<file path="src/rtl/mem_access_unit.sv">
// LDR/STR memory-stage controller: req/ack to data memory, stall held while busy; wb pulse at ack+1, store ready at ack+1.
// Optional MEM_ALIGN_CHECK_EN: misaligned word ops raise align_fault instead of issuing a request.
module mem_access_unit #(
    parameter int TIMEOUT_CYCLES = 255
) (
    input  logic        clk,
    input  logic        rst,
    input  logic        op_valid,
    input  logic        op_load,
    input  logic        op_byte,
    input  logic [31:0] op_addr,
    input  logic [31:0] op_wdata,
    input  logic [3:0]  op_rd,
    output logic        op_ready,
    output logic        stall,
    output logic        mem_req,
    output logic        mem_we,
    output logic [3:0]  mem_be,
    output logic [31:0] mem_addr,
    output logic [31:0] mem_wdata,
    input  logic        mem_ack,
    input  logic [31:0] mem_rdata,
    output logic        wb_valid,
    output logic [3:0]  wb_rd,
    output logic [31:0] wb_data,
    output logic        mem_timeout
`ifdef MEM_ALIGN_CHECK_EN
    ,
    output logic        align_fault
`endif
);

    typedef enum logic [1:0] {IDLE, REQ, RESP} state_t;

    localparam logic [7:0] LIMIT = 8'(TIMEOUT_CYCLES - 1);

    state_t      state, state_nxt;
    logic [7:0]  wait_cnt;
    logic        load_q;
    logic [1:0]  lane_q;
    logic [3:0]  rd_q;
    logic        accept, misalign, issue, limit_hit, ack_hit, timeout_hit;
    logic [31:0] lane_data;

    assign op_ready = (state == IDLE);
    assign stall    = (state != IDLE);
    assign accept   = op_ready & op_valid;

`ifdef MEM_ALIGN_CHECK_EN
    assign misalign = ~op_byte & (op_addr[1:0] != 2'b00);
`else
    assign misalign = 1'b0;
`endif

    assign issue       = accept & ~misalign;
    assign limit_hit   = (TIMEOUT_CYCLES != 0) && (wait_cnt == LIMIT);
    assign ack_hit     = (state == REQ) & mem_ack;
    assign timeout_hit = (state == REQ) & ~mem_ack & limit_hit;

    always_comb begin
        lane_data = 32'd0;
        case (lane_q)
            2'd0: lane_data = {24'd0, mem_rdata[7:0]};
            2'd1: lane_data = {24'd0, mem_rdata[15:8]};
            2'd2: lane_data = {24'd0, mem_rdata[23:16]};
            2'd3: lane_data = {24'd0, mem_rdata[31:24]};
            default: lane_data = 32'd0;
        endcase
    end

    always_ff @(posedge clk or posedge rst) begin
        if (rst) begin
            state <= IDLE;
        end else begin
            state <= state_nxt;
        end
    end

    always_comb begin
        state_nxt = state;
        case (state)
            IDLE: begin
                if (issue) begin
                    state_nxt = REQ;
                end
            end
            REQ: begin
                // Ack beats the timeout when both land in the same cycle.
                if (mem_ack) begin
                    state_nxt = load_q ? RESP : IDLE;
                end else if (limit_hit) begin
                    state_nxt = IDLE;
                end
            end
            RESP:    state_nxt = IDLE;
            default: state_nxt = IDLE;
        endcase
    end

    always_ff @(posedge clk or posedge rst) begin
        if (rst) begin
            wait_cnt    <= 8'd0;
            load_q      <= 1'b0;
            lane_q      <= 2'd0;
            rd_q        <= 4'd0;
            mem_req     <= 1'b0;
            mem_we      <= 1'b0;
            mem_be      <= 4'd0;
            mem_addr    <= 32'd0;
            mem_wdata   <= 32'd0;
            wb_valid    <= 1'b0;
            wb_rd       <= 4'd0;
            wb_data     <= 32'd0;
            mem_timeout <= 1'b0;
        end else begin
            wb_valid    <= ack_hit & load_q;
            mem_timeout <= timeout_hit;
            if (issue) begin
                load_q    <= op_load;
                lane_q    <= op_addr[1:0];
                rd_q      <= op_rd;
                wait_cnt  <= 8'd0;
                mem_req   <= 1'b1;
                mem_we    <= ~op_load;
                mem_addr  <= {op_addr[31:2], 2'b00};
                mem_be    <= op_byte ? (4'b0001 << op_addr[1:0]) : 4'b1111;
                mem_wdata <= op_byte ? {4{op_wdata[7:0]}} : op_wdata;
            end
            if (state == REQ) begin
                if (mem_ack || limit_hit) begin
                    mem_req <= 1'b0;
                end
                if (!mem_ack) begin
                    wait_cnt <= wait_cnt + 8'd1;
                end
                if (mem_ack && load_q) begin
                    wb_rd   <= rd_q;
                    wb_data <= lane_q == 2'd0 && mem_be == 4'b1111 ? mem_rdata :
                               (mem_be == 4'b1111 ? mem_rdata : lane_data);
                end
            end
        end
    end

`ifdef MEM_ALIGN_CHECK_EN
    always_ff @(posedge clk or posedge rst) begin
        if (rst) begin
            align_fault <= 1'b0;
        end else begin
            align_fault <= accept & misalign;
        end
    end
`endif

endmodule

</file>
<file path="config.mk">
export PLATFORM = sky130hd
export DESIGN_NAME = mem_access_unit
export DESIGN_NICKNAME = d
export VERILOG_FILES = /design/src/rtl/mem_access_unit.sv
export SDC_FILE = /design/constraint.sdc
export NUM_CORES = 1
export LEC_CHECK = 0
export BUFFER_PORTS_ARGS = -buffer_cell sky130_fd_sc_hd__clkbuf_2
export CORE_MARGIN = 4
export CORE_UTILIZATION = 52
export CTS_BUF_LIST = sky130_fd_sc_hd__clkbuf_4 sky130_fd_sc_hd__clkbuf_8 sky130_fd_sc_hd__clkbuf_16
export CTS_CLUSTER_SIZE = 24
export DETAILED_ROUTE_END_ITERATION = 6
export HOLD_SLACK_MARGIN = 0.02
export PLACE_DENSITY = 0.86
export SYNTH_ARGS = -nofsm -noshare
export SYNTH_HDL_FRONTEND = slang
export SYNTH_SLANG_ARGS = --single-unit
</file>
<file path="constraint.sdc">
create_clock -name clk -period 9.58 [get_ports clk]
set_input_delay 1.916 -clock clk [delete_from_list [all_inputs] [get_ports clk]]
set_output_delay 1.916 -clock clk [all_outputs]
set_load 0.005 [all_outputs]
</file>
==> results_dict.tcl <==
set metrics [dict create \
    cpLargestDelayFamily "simple AND/OR/NAND/NOR gates" \
    die_y_um 108.2 \
    num_rows 36 \
    drt_iter0_markers 209 \
    reg2reg_depth 5 \
    fin_crit_ns 3.379 \
    pwr-share-clk_pct 28.9 \
    cp_num_buf_inv 2 \
    clock.fmax_ghz 0.2960 \
    detailedPlace.worstSlack_ns 5.656 \
    tritoncts "built" \
    grt_pass1_wl_mm 23.60 \
    postCtsSetupBuffers 0 \
    holdPathStages 2 \
    clockRootBuffer "clkbuf_8" \
    critical_path_class "in2reg" \
    worst_pin_slew_ns 1.010 \
    portBuffers 213 \
    power_w 0.002085 \
    cpPeakStageDelay_ns 0.74 \
    drv_slew 0 \
    core_region_area_um2 9774 \
    critPathSlowestCell "buf_4" \
    wl_per_cell_um 17.14 \
    ctsHoldBuffers 0 \
    worstPathCellList "clkbuf_2, nor3b_4, buf_4, nor2_1, nand2_1, o21ai_0" \
    pwr-share-comb_pct 29.4 \
    drtAntennaViolNets 0 \
    p_int_w 0.001388 \
    seqCellArea_um2 3078 \
    hold_viol 0 \
    cp.required_ns 9.97 \
    wl_mm 14.86 \
    die_w_um 108.2 \
    cts_resized 0 \
    start_util_pct 53.39 \
    power_frac_seq_pct 41.7 \
    grt-ovfl-total 0 \
    ys_seq_area_share_pct 58.98 \
    clock-sinks 123 \
    area_delta_synth_final_pct 31.77 \
    maxSlewHeadroom_pct 32.42 \
    cts_inserted_buffers 17 \
    critPathMaxFanout 84 \
    finalNetCount 829 \
    drcViolationCount 0 \
    critPathCaptureType "register" \
    ir_drop_mv 0.1776 \
    synth_cells 518 \
    grt_start_max_net_pins 85 \
    cap_violations 0 \
    clk_latency_ns 0.52 \
    r2r_end "wait_cnt[1]" \
    synth.distinct_cells 32 \
    reg2reg_from "state[1]" \
    ioPinCount 216 \
    status "completed" \
    grt.total_usage_pct 26.23 \
    syn_area_per_cell_um2 10.07 \
    post-place-cells 835 \
    dp_hpwl_mm 10.36 \
    fill_cells 727 \
    yosys_warnings 0 \
    finClkSkew_ns 0.006326 \
    antenna_found_initial 0 \
    viasPerCell 5.364 \
    grt_setup_unrepaired "no" \
    final_layout_size_suffix_gt1_share_pct 34.88 \
    instances_no_fill 867 \
    setup_viol_count_final 0 \
    first_pass_iters 4 \
    multi_input_area_um2 1962 \
    synth_area_um2 5219 \
    clock_path_buffers 2 \
    netSwitchingFraction_pct 33.41 \
    vias 4651 \
    reg2reg_slack_ns 7.24 \
    setup_ws_ns 6.201 \
    hold_start "rd_q[2]" \
    hold_end "wb_rd[2]" \
    ys_ff_latch 123 \
    fin_tns_setup_ns 0 \
    fin_area_um2 6877 \
    htreeDepth 4 \
    hold_class "reg2reg" \
    p_per_area_nw_per_um2 303.1 \
    first_global_vias 4840 \
    clk_pin_slew_ns 0.06 \
    layout_worst_path_cycle_share_pct 35.27 \
    start_kind "input port" \
    die_area_um2 11700 \
    dpl-instance-area_um2 6309 \
    arrival_ns 3.77 \
    place.gp.congestion 0.8161 \
    p_sw_w 0.0006964 \
    diodes 0 \
    leakage_nw 3.676 \
]
==> power groups by stage <==
stage	clock, W	sequential [W]	combinational, W
floorplan	0	0.000851	0.000322
global placement	0	0.000857	0.000583
detailed placement	0	0.000868	0.000615
CTS	0.000609	0.000867	0.000622
global route	0.000638	0.000894	0.000688
finish	0.000602	0.000869	0.000613
==> per-stage QoR <==
step	hold WS, ns	utilization, %
6_report	0.4701	70.35
5_1_grt	0.4917	70.35
4_1_cts	0.4739	70.35
3_5_place_dp	0.4583	64.54
3_3_place_gp	0.4563	64.54
2_1_floorplan	0.4386	-
==> cells by family after synthesis <==
| group | share of synthesized area, % |
|---|---|
| simple gates | 18.48 |
| fa+ha+maj | 0.4794 |
| other cells | 0.07186 |
| mux | 6.138 |
| xor+xnor | 0.1679 |
| flops | 58.98 |
| compound gates | 12.01 |
| buf+inv | 3.668 |
==> metal layers <==
layer	global-route usage, %	wire, µm
met5	0	0
met4	11.45	419
met3	10.03	1618
met2	44.23	7226
met1	29.75	5593
==> registers in the layout, indices dropped and copies added, names as in the netlist, 4 cells and up <==
signal and cells:
rd_q 4, mem_addr 30, mem_be 4, wait_cnt 8
wb_rd 4, wb_data 32, mem_wdata 32
==> cell type report <==
class	count	area share, %
Tap cell	133	2.420
Clock buffer	25	7.351
Timing Repair Buffer	215	15.72
Inverter	5	0.3093
Multi-Input combinational cell	359	28.53
Clock inverter	7	0.9098
Sequential cell	123	44.76
==> placed cells by master (no fill, tap or decap), drive strengths merged <==
master    netlist  routed
o21ai           8       8
nor3b           2       2
and4            1       1
inv             5       5
ha              2       2
nor3            1       1
nand3          15      15
conb            1       2
clkinv          0       5
nand2b         11      11
nand2         164     164
o211ai         12      12
xnor2           1       1
a22o           24      24
clkinvlp        0       1
buf            22       2
a21o            1       1
o22a            8       8
o31ai           3       3
nor2           32      32
nor2b           1       1
a31oi           3       3
mux2i          32      32
clkbuf         10     238
o21a            1       1
a21oi          32      32
bufinv          0       1
dfrtp         123     123
nand4           3       3
==> Yosys cell counts <==
master | instances | area (µm²)
o211ai_1 | 12 | 90.09
inv_1 | 4 | 15.01
buf_2 | 15 | 75.07
o22a_1 | 8 | 70.07
dfrtp_1 | 123 | 3078
nor3b_2 | 2 | 25.02
nand4_2 | 1 | 12.51
nor2_1 | 31 | 116.4
nand2_1 | 164 | 615.6
o31ai_1 | 3 | 22.52
nor2_4 | 1 | 11.26
buf_4 | 5 | 37.54
nor3_1 | 1 | 5.000
a31oi_1 | 3 | 18.77
inv_2 | 1 | 3.750
nor2b_2 | 1 | 8.760
a21o_1 | 1 | 7.510
mux2i_1 | 32 | 320.3
o21a_1 | 1 | 7.510
a22o_1 | 24 | 210.2
a21oi_1 | 32 | 160.2
nand3_1 | 14 | 70.07
ha_1 | 2 | 25.02
nand2b_1 | 11 | 68.82
conb_1 | 1 | 3.750
nand3_2 | 1 | 10.01
o21ai_0 | 8 | 40.04
clkbuf_1 | 10 | 37.54
nand4_1 | 2 | 12.51
xnor2_1 | 1 | 8.760
buf_6 | 2 | 22.52
and4_1 | 1 | 8.760
==> worst max-delay path by stage <==
stage,startpoint,end,slack [ns],cells after the start
final,op_valid,wait_cnt[1],6.20,6
after global routing,op_valid,wait_cnt[1],6.01,6
after CTS,op_valid,wait_cnt[1],6.19,6
after detailed placement,op_valid,wait_cnt[1],5.66,6
after global placement,op_valid,wait_cnt[7],5.73,6
after floorplan,rst,lane_q[0],4.39,1
==> worst min-delay path: stages (launching register included) <==
cell     delay [ns]
dfrtp_1        0.34
nand2_1        0.05
nand2_1        0.05
Power figures use the tool's default switching activity.
